### src/rtl/bbox_sample_iter_if.sv
// Triangle-in / sample-group-out handshake bundle for bbox_sample_iter.
// Upstream offers on R13 signals; downstream consumes R14 groups unless stalled.
interface bbox_sample_iter_if #(
    parameter int SIGFIG = 24,
    parameter int VERTS  = 3,
    parameter int AXIS   = 3,
    parameter int COLORS = 3,
    parameter int SAMPS  = 4
);
    logic signed [VERTS-1:0][AXIS-1:0][SIGFIG-1:0] tri_R13S;
    logic [COLORS-1:0][SIGFIG-1:0]                 color_R13U;
    logic signed [1:0][1:0][SIGFIG-1:0]            box_R13S;
    logic                                          validTri_R13H;
    logic [3:0]                                    subSample_RnnnnU;
    logic                                          ready_R13H;
    logic                                          stall_R14H;
    logic signed [VERTS-1:0][AXIS-1:0][SIGFIG-1:0] tri_R14S;
    logic [COLORS-1:0][SIGFIG-1:0]                 color_R14U;
    logic signed [1:0][SAMPS-1:0][SIGFIG-1:0]      sample_R14S;
    logic [SAMPS-1:0]                              validSamp_R14H;
    logic                                          last_R14H;

    modport master (
        output tri_R13S, color_R13U, box_R13S, validTri_R13H,
        output subSample_RnnnnU, stall_R14H,
        input  ready_R13H, tri_R14S, color_R14U, sample_R14S,
        input  validSamp_R14H, last_R14H
    );

    modport slave (
        input  tri_R13S, color_R13U, box_R13S, validTri_R13H,
        input  subSample_RnnnnU, stall_R14H,
        output ready_R13H, tri_R14S, color_R14U, sample_R14S,
        output validSamp_R14H, last_R14H
    );
endinterface

### src/rtl/bbox_sample_iter.sv
// Walks a triangle's bounding box on the sample grid, SAMPS samples per cycle,
// row by row from the snapped lower-left corner, with stall and back-to-back support.
module bbox_sample_iter #(
    parameter int SIGFIG = 24,
    parameter int RADIX  = 10,
    parameter int VERTS  = 3,
    parameter int AXIS   = 3,
    parameter int COLORS = 3,
    parameter int SAMPS  = 4
) (
    input logic clk,
    input logic rst,
    bbox_sample_iter_if.slave bus
);
    localparam int W = SIGFIG + 1;

    typedef enum logic {
        WAIT_STATE = 1'b0,
        TEST_STATE = 1'b1
    } state_t;

    state_t state, state_nxt;

    logic signed [W-1:0] cur_x, cur_y, ll_x, ur_x, ur_y, step;
    logic signed [W-1:0] in_step, in_ll_x, in_ll_y, in_ur_x, in_ur_y;
    logic signed [W-1:0] adv_x, nxt_y;
    logic signed [W-1:0] xs [SAMPS];
    logic signed [VERTS-1:0][AXIS-1:0][SIGFIG-1:0] tri_q;
    logic [COLORS-1:0][SIGFIG-1:0] color_q;
    logic in_empty, wrap, last, accept;

    always_comb begin
        case (bus.subSample_RnnnnU)
            4'b0100: in_step = W'(1 << (RADIX - 1));
            4'b0010: in_step = W'(1 << (RADIX - 2));
            4'b0001: in_step = W'(1 << (RADIX - 3));
            default: in_step = W'(1 << RADIX);
        endcase
    end

    // Clearing the low bits of a two's-complement value rounds toward -inf.
    assign in_ll_x  = W'($signed(bus.box_R13S[0][0])) & ~(in_step - W'(1));
    assign in_ll_y  = W'($signed(bus.box_R13S[0][1])) & ~(in_step - W'(1));
    assign in_ur_x  = W'($signed(bus.box_R13S[1][0]));
    assign in_ur_y  = W'($signed(bus.box_R13S[1][1]));
    assign in_empty = (in_ur_x < in_ll_x) || (in_ur_y < in_ll_y);

    assign adv_x  = cur_x + W'(SAMPS) * step;
    assign nxt_y  = cur_y + step;
    assign wrap   = adv_x > ur_x;
    assign last   = (state == TEST_STATE) && wrap && (nxt_y > ur_y);
    assign accept = bus.validTri_R13H && bus.ready_R13H;

    assign bus.ready_R13H = (state == WAIT_STATE) ||
                            (last && !bus.stall_R14H);
    assign bus.last_R14H  = last;
    assign bus.tri_R14S   = tri_q;
    assign bus.color_R14U = color_q;

    always_comb begin
        for (int k = 0; k < SAMPS; k++) begin
            xs[k] = cur_x + W'(k) * step;
            bus.sample_R14S[0][k]  = xs[k][SIGFIG-1:0];
            bus.sample_R14S[1][k]  = cur_y[SIGFIG-1:0];
            bus.validSamp_R14H[k]  = (state == TEST_STATE) && (xs[k] <= ur_x);
        end
    end

    always_ff @(posedge clk or posedge rst) begin
        if (rst) state <= WAIT_STATE;
        else     state <= state_nxt;
    end

    always_comb begin
        state_nxt = state;
        unique case (state)
            WAIT_STATE: begin
                if (accept && !in_empty) state_nxt = TEST_STATE;
            end
            TEST_STATE: begin
                if (last && !bus.stall_R14H)
                    state_nxt = (accept && !in_empty) ? TEST_STATE : WAIT_STATE;
            end
        endcase
    end

    always_ff @(posedge clk or posedge rst) begin
        if (rst) begin
            cur_x   <= '0;
            cur_y   <= '0;
            ll_x    <= '0;
            ur_x    <= '0;
            ur_y    <= '0;
            step    <= '0;
            tri_q   <= '0;
            color_q <= '0;
        end else if (accept) begin
            cur_x   <= in_ll_x;
            cur_y   <= in_ll_y;
            ll_x    <= in_ll_x;
            ur_x    <= in_ur_x;
            ur_y    <= in_ur_y;
            step    <= in_step;
            tri_q   <= bus.tri_R13S;
            color_q <= bus.color_R13U;
        end else if (state == TEST_STATE && !bus.stall_R14H && !last) begin
            if (wrap) begin
                cur_x <= ll_x;
                cur_y <= nxt_y;
            end else begin
                cur_x <= adv_x;
            end
        end
    end
endmodule

### src/flat_wrapper.sv
// flat-port wrapper written by rule: the top's interface ports become plain ports
module bbox_sample_iter_flat 
#(
    parameter int SIGFIG = 24,
    parameter int RADIX  = 10,
    parameter int VERTS  = 3,
    parameter int AXIS   = 3,
    parameter int COLORS = 3,
    parameter int SAMPS  = 4
)
  (clk, rst, bus_tri_R13S, bus_color_R13U, bus_box_R13S, bus_validTri_R13H, bus_subSample_RnnnnU, bus_stall_R14H, bus_ready_R13H, bus_tri_R14S, bus_color_R14U, bus_sample_R14S, bus_validSamp_R14H, bus_last_R14H);
  bbox_sample_iter_if #(.SIGFIG(SIGFIG), .VERTS(VERTS), .AXIS(AXIS), .COLORS(COLORS), .SAMPS(SAMPS)) bus_i ();
  input logic clk;
  input logic rst;
  input wire logic [$bits(bus_i.tri_R13S)-1:0] bus_tri_R13S;
  input wire logic [$bits(bus_i.color_R13U)-1:0] bus_color_R13U;
  input wire logic [$bits(bus_i.box_R13S)-1:0] bus_box_R13S;
  input wire logic [$bits(bus_i.validTri_R13H)-1:0] bus_validTri_R13H;
  input wire logic [$bits(bus_i.subSample_RnnnnU)-1:0] bus_subSample_RnnnnU;
  input wire logic [$bits(bus_i.stall_R14H)-1:0] bus_stall_R14H;
  output wire logic [$bits(bus_i.ready_R13H)-1:0] bus_ready_R13H;
  output wire logic [$bits(bus_i.tri_R14S)-1:0] bus_tri_R14S;
  output wire logic [$bits(bus_i.color_R14U)-1:0] bus_color_R14U;
  output wire logic [$bits(bus_i.sample_R14S)-1:0] bus_sample_R14S;
  output wire logic [$bits(bus_i.validSamp_R14H)-1:0] bus_validSamp_R14H;
  output wire logic [$bits(bus_i.last_R14H)-1:0] bus_last_R14H;
  assign bus_i.tri_R13S = bus_tri_R13S;
  assign bus_i.color_R13U = bus_color_R13U;
  assign bus_i.box_R13S = bus_box_R13S;
  assign bus_i.validTri_R13H = bus_validTri_R13H;
  assign bus_i.subSample_RnnnnU = bus_subSample_RnnnnU;
  assign bus_i.stall_R14H = bus_stall_R14H;
  assign bus_ready_R13H = bus_i.ready_R13H;
  assign bus_tri_R14S = bus_i.tri_R14S;
  assign bus_color_R14U = bus_i.color_R14U;
  assign bus_sample_R14S = bus_i.sample_R14S;
  assign bus_validSamp_R14H = bus_i.validSamp_R14H;
  assign bus_last_R14H = bus_i.last_R14H;
  bbox_sample_iter #(.SIGFIG(SIGFIG), .RADIX(RADIX), .VERTS(VERTS), .AXIS(AXIS), .COLORS(COLORS), .SAMPS(SAMPS)) u_core (.clk(clk), .rst(rst), .bus(bus_i));
endmodule
### config.mk
export PLATFORM = sky130hd
export DESIGN_NAME = bbox_sample_iter_flat
export DESIGN_NICKNAME = d
export VERILOG_FILES = /design/src/rtl/bbox_sample_iter_if.sv /design/src/rtl/bbox_sample_iter.sv /design/src/flat_wrapper.sv
export SDC_FILE = /design/constraint.sdc
export NUM_CORES = 1
export LEC_CHECK = 0
export CAP_MARGIN = 30
export CORE_AREA = 2 2 342 344
export DETAILED_ROUTE_END_ITERATION = 6
export DIE_AREA = 0 0 344 346
export PLACE_DENSITY = 0.5
export SYNTH_ARGS = -nofsm -noshare
export SYNTH_HDL_FRONTEND = slang
export SYNTH_SLANG_ARGS = --single-unit
### constraint.sdc
create_clock -name clk -period 15.2 [get_ports clk]
set_input_delay 3.8 -clock clk [delete_from_list [all_inputs] [get_ports clk]]
set_output_delay 3.8 -clock clk [all_outputs]
set_load 0.02 [all_outputs]
# Word-level counts from Yosys, hierarchy flattened
# Cells that the tools add are included.
# Widths: inputs -> output; s select.
word_totals:
  rom_bits: 0
  ram_bits: 0
  latch_bits: 0
  wordCells: 70
  out_inout_bits: 486
  memories: 0
  in_bits: 392
  regBits: 437
classes:
  mux: 10
  shift: 0
  n_addsub: 6
  eq_ne: 3
  bitwise_logic: 4
  n_reduce_logical: 19
  div: 0
  multipliers: 1
  order_cmp: 8
ops:
  columns: ["cell", "n"]
  rows:
  - ["$mux 25", 6]
  - ["$add 25x25->25", 5]
  - ["$le 25x24->1", 4]
  - ["$and 24x25->25", 2]
  - ["$gt 25x24->1", 2]
  - ["$lt 24x25->1", 2]
  - ["$pmux 11 s3", 1]
  - ["$mul 3x25->25 const A", 1]
  - ["$not 25->25", 1]
  - ["$sub 11x1->12 const B", 1]
  - ["$logic_and 1x1->1", 11]
  - ["$eq 4x1->1 const B", 1]
  - ["$eq 4x2->1 const B", 1]
  - ["$eq 4x3->1 const B", 1]
  - ["$reduce_bool 2->1", 2]
  - ["$logic_not 1->1", 3]
  - ["$logic_or 1x1->1", 2]
  - ["$mux 1", 2]
  - ["$pmux 1 s2", 1]
  - ["$reduce_and 2->1", 1]
  - ["$not 1->1", 1]

# Logic depth before layout (Yosys ltp)
# Gate-level depths: netlist (run 1).
logic_depth:
  depth_word: 12
  mapped_depth: 21
  ltp_nobuf: 20

# Least setup slack after synthesis (run 1)
# Ideal clock, no wire load.
synth_timing:
  path_type: "flip-flop to output port"
  from: "register u_core.step[8]"
  to: "output port bus_validSamp_R14H[3]"
  path_buffers: 0
  t_arrival_ns: 4.751
  path_stages_with_launch: 16
  required_ns: 11.400
  slack_ns: 6.649
  path_cell_list: "dfrtp_1 > ha_1 > fa_1 > inv_1 > fa_1 > inv_1 > a21oi_1 > o21bai_1 > a21oi_1 > nor2b_1 > nand3_1 > xnor2_1 > ha_1 > nand4_1 > or4_1 > o311ai_0"
synth_via:
  elab_chain_cells: 4
synth_lines:
  columns: ["element", "line", "text"]
  rows:
  - ["start, declared", "bbox_sample_iter.sv:24", "logic signed [W-1:0] cur_x, cur_y, ll_x, ur_x, ur_y, step;"]
  - ["start signal, assigned", "bbox_sample_iter.sv:103", "step <= in_step;"]
  - ["$mul 3x25->25", "bbox_sample_iter.sv:62", "xs[k] = cur_x + W'(k) * step;"]
  - ["$add 25x25->25", "bbox_sample_iter.sv:62", null]
  - ["via bus_sample_R14S[88]", "flat_wrapper.sv:24", "output wire logic [$bits(bus_i.sample_R14S)-1:0] bus_sample_R14S;"]
  - ["$le 25x24->1", "bbox_sample_iter.sv:65", "bus.validSamp_R14H[k] = (state == TEST_STATE) && (xs[k] <= ur_x);"]
  - ["$logic_and 1x1->1", "bbox_sample_iter.sv:65", null]
  - ["end, declared", "flat_wrapper.sv:25", "output wire logic [$bits(bus_i.validSamp_R14H)-1:0] bus_validSamp_R14H;"]
# The timed path passes the listed nets, and every way through them passes these cells.

# Worst setup path in the final report (run 1)
layout_timing:
  from: "register u_core.step[9]"
  to: "output port bus_validSamp_R14H[3]"
layout_via:
  elab_chain_cells: 4
layout_lines:
  columns: ["element", "line"]
  rows:
  - ["$mul 3x25->25", "bbox_sample_iter.sv:62"]
  - ["$add 25x25->25", "bbox_sample_iter.sv:62"]
  - ["$le 25x24->1", "bbox_sample_iter.sv:65"]
  - ["$logic_and 1x1->1", "bbox_sample_iter.sv:65"]
# No other way between the ends.

==> summary.txt, run 1 <==
Clock network
  – CTS buffer count: 52
  – Setup Buffers After CTS: 0
  – CTS tree: done
  – Post-CTS sizing: 0
  – Root Driver: clkbuf_16
  – Clock Sinks: 394
  – Worst-Skew Late Latency: 0.66 ns
  – Max H-tree Level: 2
  – Hold Buf Count CTS: 0
  – Clk buf depth: 3
  – CTS clk-pin slew, worst paths: 0.06 ns

Layout
  – Commonest non-fill, non-tap cell in the layout: clkdlybuf4s50_1
  – Fraction of layout cells with a size suffix above 1: 16.4%
  – Post-route insts no fill: 4139
  – Area Growth Syn to Fin: 49.9%
  – Nets: 3136
  – Most frequent cells in the layout: clkdlybuf4s50_1, dfrtp_1, mux2_2

Worst setup path
  – Worst R2R End: u_core.bus.color_R14U[22]
  – Largest delay share family, worst path: adder cells
  – Crit path required time: 11.40 ns
  – Cells along the critical path: ha_1, fa_1, inv_1, fa_1, inv_1, a21oi_1, o21bai_1, a21oi_1, nor2b_1, nand3_1, xnor2_1, ha_1, nand4_1, or4_1, o311ai_0, clkdlybuf4s50_1
  – Slowest-stage cell, CP: clkdlybuf4s50_1
  – Crit-path max cell delay: 0.74 ns
  – Setup slack, reg-to-reg: 7.71 ns
  – Endpoint class of the critical path: primary output
  – Crit Path Category: reg2out
  – Crit-path max FO: 7
  – Reg2Reg Depth: 18
  – WP buf/inv: 3
  – FF-to-FF Start: u_core.cur_x[9]
  – Arr. time, crit path: 6.11 ns
  – Startpoint Class: flip-flop

Detailed routing
  – WL/cell: 22.9 um
  – Routed Antenna Nets: 0
  – Pre-Repair DR Iteration Count: 5
  – Routed WL: 94.7 mm
  – Residual DRC: 0
  – 1st-iter DRT viols: 777
  – Vias: 16900
  – Vias/cell: 4.08

Min path
  – Hold path cells: 2
  – Hold EP: u_core.ll_x[9]
  – Tightest Hold Check Type: reg2reg
  – Hold path start: u_core.ll_x[9]

STA
  – Fmax: 101 MHz
  – Minimum clock period: 9.91 ns
  – Worst rel slew slack: 25.6%
  – Slew Viols, Final: 0
  – Setup TNS Final: 0 ns
  – Worst Skew: 0.0692 ns
  – Endpoints failing setup: 0
  – Final worst path period share: 65.2%
  – Worst Hold Slack: 0.497 ns
  – Unrepaired setup endpoints after global routing: false
  – Least-Margin Pin Slew: 1.12 ns
  – Final Hold Viols: 0

Logic synthesis
  – Post-synth top area share: 45.9%
  – Number of synthesized flops with an enable pin: 0
  – Async set-reset flop share out of synthesis: 100%
  – Synth warn: 0
  – Synth area leader: dfrtp_1
  – Unique cell type count in the Yosys netlist: 53
  – Ys flop type: dfrtp_1
  – Top cells by area, synth: dfrtp_1, mux2_2, ha_1
  – Sequential share of the synthesized area: 45.9%
  – Gate Count Post-Synth: 1853
  – FF+latch count, synth: 394
  – Syn avg cell area: 11.6 um^2
  – Post-Syn Area: 0.0215 mm^2

Placed design
  – Placer Congestion: 0.856
  – Dpl hpwl: 76.5 mm
  – Buffers on Ports: 807
  – DP Cell Count: 4039

Global route
  – Global route total overflow: 0
  – Vias in the first global route: 17300
  – Global-route total usage across every layer: 15.5%
  – Global-route wire length before repair: 133 mm
  – Largest net degree at the start of global routing: 175
  – Initial antenna violation count: 58

Run status
  – Status: finished clean

Die
  – Initial Util: 18.6%
  – Core area: 0.115 mm^2
  – Row cnt: 125
  – Die height: 346 um
  – Die area: 0.119 mm^2
  – Die W: 344 um
  – I/O pin cnt: 878

Pwr
  – Switching power share of the total: 43.3%
  – Worst IR Drop VDD: 0.155 mV
  – Clock power share: 16.1%
  – Switching power: 3.51 mW
  – Pwr dens: 252 mW/mm^2
  – Comb pwr share: 59.3%
  – Sequential share of power: 24.6%
  – Power Internal: 4.60 mW
  – Leak: 13.6 nW

Job
  – Max Cap Viol: 0
## worst max path at each step
stage,startpoint,end,slack (ns),cells after the start
finish,u_core.step[9],bus_validSamp_R14H[3],5.29,16
CTS,u_core.step[9],bus_validSamp_R14H[3],5.00,16
global placement,u_core.step[9],bus_validSamp_R14H[3],5.69,16
global route,u_core.step[9],bus_validSamp_R14H[3],4.79,16
floorplan,rst,u_core.bus.color_R14U[0],0.45,1
detailed placement,u_core.step[9],bus_validSamp_R14H[3],5.75,16
## through the flow
stage	utilization [%]	cell area (um^2)	setup WS, ns	power [mW]
floorplan	-	21700	0.446	4.83
global placement	26.3	30400	5.69	6.87
detailed placement	26.3	30400	5.75	6.91
CTS	27.9	32200	5.00	8.27
global route	27.9	32200	4.79	8.64
finish	27.9	32200	5.29	8.11
## tightest hold or removal path: cells and delay by family (launching register included)
family           cells  cell delay, ns
AO/OA/AOI/OAI        1            0.06
flip-flops           1            0.34
AND/OR/NAND/NOR      1            0.05
## state kept, by name (all words and copies together) (netlist names), 4 cells and up
register and count:
u_core.bus.tri_R14S 216, u_core.bus.color_R14U 72, u_core.ur_y 24, u_core.cur_x 18
u_core.cur_y 18, u_core.step 4, u_core.ur_x 24, u_core.ll_x 17
## power groups by stage
stage | combinational, mW | clock [mW] | sequential (mW)
5_1_grt | 5.17 | 1.40 | 2.07
3_5_place_dp | 4.89 | 0 | 2.02
2_1_floorplan | 2.46 | 0 | 2.38
6_report | 4.82 | 1.30 | 2.00
3_3_place_gp | 4.87 | 0 | 2.00
4_1_cts | 4.91 | 1.36 | 2.00
## kinds of logic after synthesis
family / after synthesis / share of synthesized area [%]
adders and majority gates: 175 / 10.4
muxes: 334 / 17.4
other: 1 / 0.0175
and+or+nand+nor: 288 / 6.65
DFF: 394 / 45.9
AOI/OAI and AO/OA: 258 / 7.75
xor gates and xnor gates: 73 / 2.98
buffers and inverters: 330 / 8.87
## cell usage after synthesis, types with 5 or more instances
master    instances
dfrtp_1         394
a21o_1           36
ha_1            168
a22oi_1           5
xnor2_1          47
buf_1             6
inv_1           111
a211oi_1          6
xor2_1           26
a221o_1          15
mux2i_1          19
and3_1           12
nand2_1          94
buf_4           173
nor3b_1           7
nand3_1          45
nor3_1            6
nand4_1          19
nor2_1           50
and2_1            5
nand2b_1          9
buf_2            14
o22ai_1           5
fa_1              7
o21ai_0          77
nor2b_1          12
o221ai_1         16
o21a_1            8
o211ai_1          5
and4_1            6
mux2_2          315
nor4_1            5
a21oi_1          61
clkbuf_1         26
## layout make-up
cell class	instances	area [um^2]
clock buffer	80	1560
tap	1524	1910
sequential	394	9860
antenna	4	10.0
clock inverter	16	255
multi-input combinational	1184	9950
inverter	111	424
timing repair buffer	826	8250
fill	12100	83200
## per-layer routing
layer | up-vias | wire length, um | GRT usage (%) | part of all wire (%)
li1 | 7774 | - | - | -
met1 | 8293 | 35500 | 17.3 | 37
met2 | 556 | 47400 | 27.1 | 50
met3 | 179 | 9580 | 6.98 | 10
met4 | 90 | 1740 | 3.02 | 1.8
met5 | - | 555 | 0 | 0.59
Note: power is estimated with default switching activity, not from simulation.
==> run 2: changes to the inputs <==
- PLACE_DENSITY: 0.5 -> 0.48
- clock period: 15.2 -> 9.3 ns (I/O delays scaled with it)
==> run 2 against run 1 <==
Effect of this change: cell area about the same; routed wire length increased by 0.91%; global-route usage is essentially flat; worst setup slack lost 4.4 ns; power increased by 63%; final cell count about the same; clock power up 58%; largest power group unchanged.
==> summary.txt, run 2 (same netlist as run 1, synthesis figures left out) <==
Pwr
  – Power Internal: 7.48 mW (+63%)
  – Overall Power: 13.2 mW (+63%)
  – Switching power: 5.76 mW (+64%)
  – Pwr dens: 411 mW/mm^2 (+63%)
  – Leak: 13.5 nW (-0.15%)
  – Switching power share of the total: 43.5% (+0.21 points)
  – Clock power share: 15.6% (-0.5 points)
  – Worst IR Drop VDD: 0.165 mV (+6.2%)
  – Sequential share of power: 24.4% (-0.2 points)
  – Comb pwr share: 60.0% (+0.7 points)

Min path
  – Tightest Hold Check Type: reg2reg

Worst setup path
  – Crit path required time: 6.98 ns (-4.42 ns)
  – Worst R2R End: u_core.bus.tri_R14S[137]
  – Setup slack, reg-to-reg: 2.96 ns (-4.75 ns)
  – Arr. time, crit path: 6.10 ns (about the same)
  – Startpoint Class: flip-flop
  – Critical path startpoint: u_core.step[8]
  – Crit path to: bus_validSamp_R14H[3]
  – Reg2Reg Depth: 17 (-1)
  – Crit Path Category: reg2out
  – Endpoint class of the critical path: primary output
  – Crit-path max FO: 6 (-1)
  – FF-to-FF Start: u_core.cur_x[9]

Clock network
  – Setup Buffers After CTS: 0 (unchanged)
  – Worst-Skew Late Latency: 0.65 ns (about the same)
  – CTS tree: done
  – Clk buf depth: 3 (unchanged)
  – Max H-tree Level: 2 (unchanged)
  – CTS clk-pin slew, worst paths: 0.06 ns (about the same)
  – Clock Sinks: 394 (unchanged)
  – Hold Buf Count CTS: 0 (unchanged)
  – Root Driver: clkbuf_16
  – Post-CTS sizing: 0 (unchanged)
  – CTS buffer count: 54 (+3.8%)

STA
  – Fmax: 119 MHz
  – Final Hold Viols: 0 (unchanged)
  – Minimum clock period: 8.42 ns
  – Slew Viols, Final: 0 (unchanged)
  – Worst Hold Slack: 0.497 ns (-0.000124 ns)
  – Least-Margin Pin Slew: 1.21 ns (+0.0972 ns)
  – Setup TNS Final: 0 ns (unchanged)
  – Unrepaired setup endpoints after global routing: false
  – Endpoints failing setup: 0 (unchanged)
  – Worst Skew: 0.0677 ns (-0.00147 ns)
  – Final worst path period share: 90.5%
  – Worst rel slew slack: 19.1% (-6.5 points)

Layout
  – Number of fill cells: 12200 (+0.21%)
  – Most frequent cells in the layout: clkdlybuf4s50_1, dfrtp_1, mux2_2
  – Multi-input gate area: 0.00995 mm^2 (unchanged)
  – Nets: 3140 (+0.13%)
  – Max reg flops: 216 (unchanged)
  – Area Growth Syn to Fin: 49.8% (about the same)
  – Final Instance Area: 0.0322 mm^2 (about the same)
  – Commonest non-fill, non-tap cell in the layout: clkdlybuf4s50_1
  – Seq. cell area: 0.00986 mm^2 (unchanged)
  – Fraction of layout cells with a size suffix above 1: 16.2% (-0.13 points)

Global route
  – Largest net degree at the start of global routing: 180 (+2.9%)
  – Global-route total usage across every layer: 15.5% (about the same)
  – Vias in the first global route: 17000 (-1.2%)
  – Initial antenna violation count: 61 (+5.2%)
  – Global route total overflow: 0 (unchanged)
  – Global-route wire length before repair: 131 mm (-0.99%)

Detailed routing
  – Pre-Repair DR Iteration Count: 5 (unchanged)
  – Routed Antenna Nets: 0 (unchanged)
  – 1st-iter DRT viols: 823 (+5.9%)
  – Residual DRC: 0 (unchanged)
  – Routed WL: 95.6 mm (+0.91%)
  – Vias: 16900 (+0.14%)
  – Vias/cell: 4.08 (about the same)
  – WL/cell: 23.1 um (+0.84%)

Run status
  – Status: finished clean

Die
  – Initial Util: 18.6% (unchanged)
  – Die W: 344 um (unchanged)
  – Die height: 346 um (unchanged)
  – I/O pin cnt: 878 (unchanged)
  – Core area: 0.115 mm^2 (unchanged)
  – Row cnt: 125 (unchanged)
  – Die area: 0.119 mm^2 (unchanged)

Placed design
  – Dpl hpwl: 77.6 mm (+1.4%)
  – Cell Area, Placed: 0.0304 mm^2 (+0.19%)
  – Buffers on Ports: 807 (unchanged)
  – Placer Congestion: 0.871 (+1.7%)

Job
  – Max Cap Viol: 0 (unchanged)
-- run 2: how the worst min path moves through the flow --
| stage | from | end | slack (ns) | depth (start not counted) |
|---|---|---|---|---|
| 2_1_floorplan | u_core.ll_x[9] | u_core.ll_x[9] | 0.46 | 2 |
| 3_3_place_gp | u_core.ll_x[9] | u_core.ll_x[9] | 0.48 | 2 |
| 3_5_place_dp | u_core.ll_x[9] | u_core.ll_x[9] | 0.49 | 2 |
| 4_1_cts | u_core.ll_x[9] | u_core.ll_x[9] | 0.50 | 2 |
| 5_1_grt | u_core.bus.color_R14U[54] | u_core.bus.color_R14U[54] | 0.52 | 1 |
| 6_report | u_core.ll_x[9] | u_core.ll_x[9] | 0.50 | 2 |
-- run 2: layer usage --
| layer | global-route usage, % | part of all wire [%] | vias to the layer above |
|---|---|---|---|
| li1 | - | - | 7786 |
| met1 | 16.6 | 36 | 8201 |
| met2 | 26.4 | 49 | 608 |
| met3 | 7.38 | 11 | 230 |
| met4 | 5.70 | 4.1 | 90 |
| met5 | 0 | 0.58 | - |
-- run 2: power groups by stage --
stage | logic (mW) | registers [mW] | clock network [mW]
CTS | 8.10 | 3.26 | 2.15
global placement | 8.03 | 3.26 | 0
finish | 7.95 | 3.24 | 2.06
floorplan | 4.02 | 3.88 | 0
global route | 8.51 | 3.37 | 2.21
detailed placement | 8.06 | 3.28 | 0
-- run 2: final cells by class --
cell class              instances  area share [%]
multi-input cells            1184            30.9
flip-flops and latches        394            30.6
repair buffers                828            25.8
well taps                    1524            5.92
clock buffers                  78            4.63
inverters                     111            1.31
clock inverters                19           0.750
diodes                          4          0.0311
-- run 2: critical path: stages (launching register included) --
cell	delay, ns
dfrtp_1	0.49
buf_4	0.23
ha_1	0.31
fa_1	0.54
inv_1	0.07
fa_1	0.45
inv_1	0.07
a21oi_1	0.06
o21bai_1	0.20
a21oi_1	0.14
nor2b_1	0.48
nand2_1	0.13
xnor2_1	0.16
ha_1	0.31
nand2_1	0.08
or4_1	0.44
a211oi_1	0.33
o21ai_0	0.13
o311ai_0	0.14
clkdlybuf4s50_1	0.72
-- run 2: through the flow --
step | util (%) | instances | worst slack, ns
2_1_floorplan | - | 1908 | 1.67
3_5_place_dp | 26.4 | 4041 | 1.40
5_1_grt | 27.9 | 4139 | 0.476
3_3_place_gp | 26.3 | 4039 | 1.39
6_report | 27.9 | 4142 | 0.880
4_1_cts | 27.9 | 4138 | 0.697
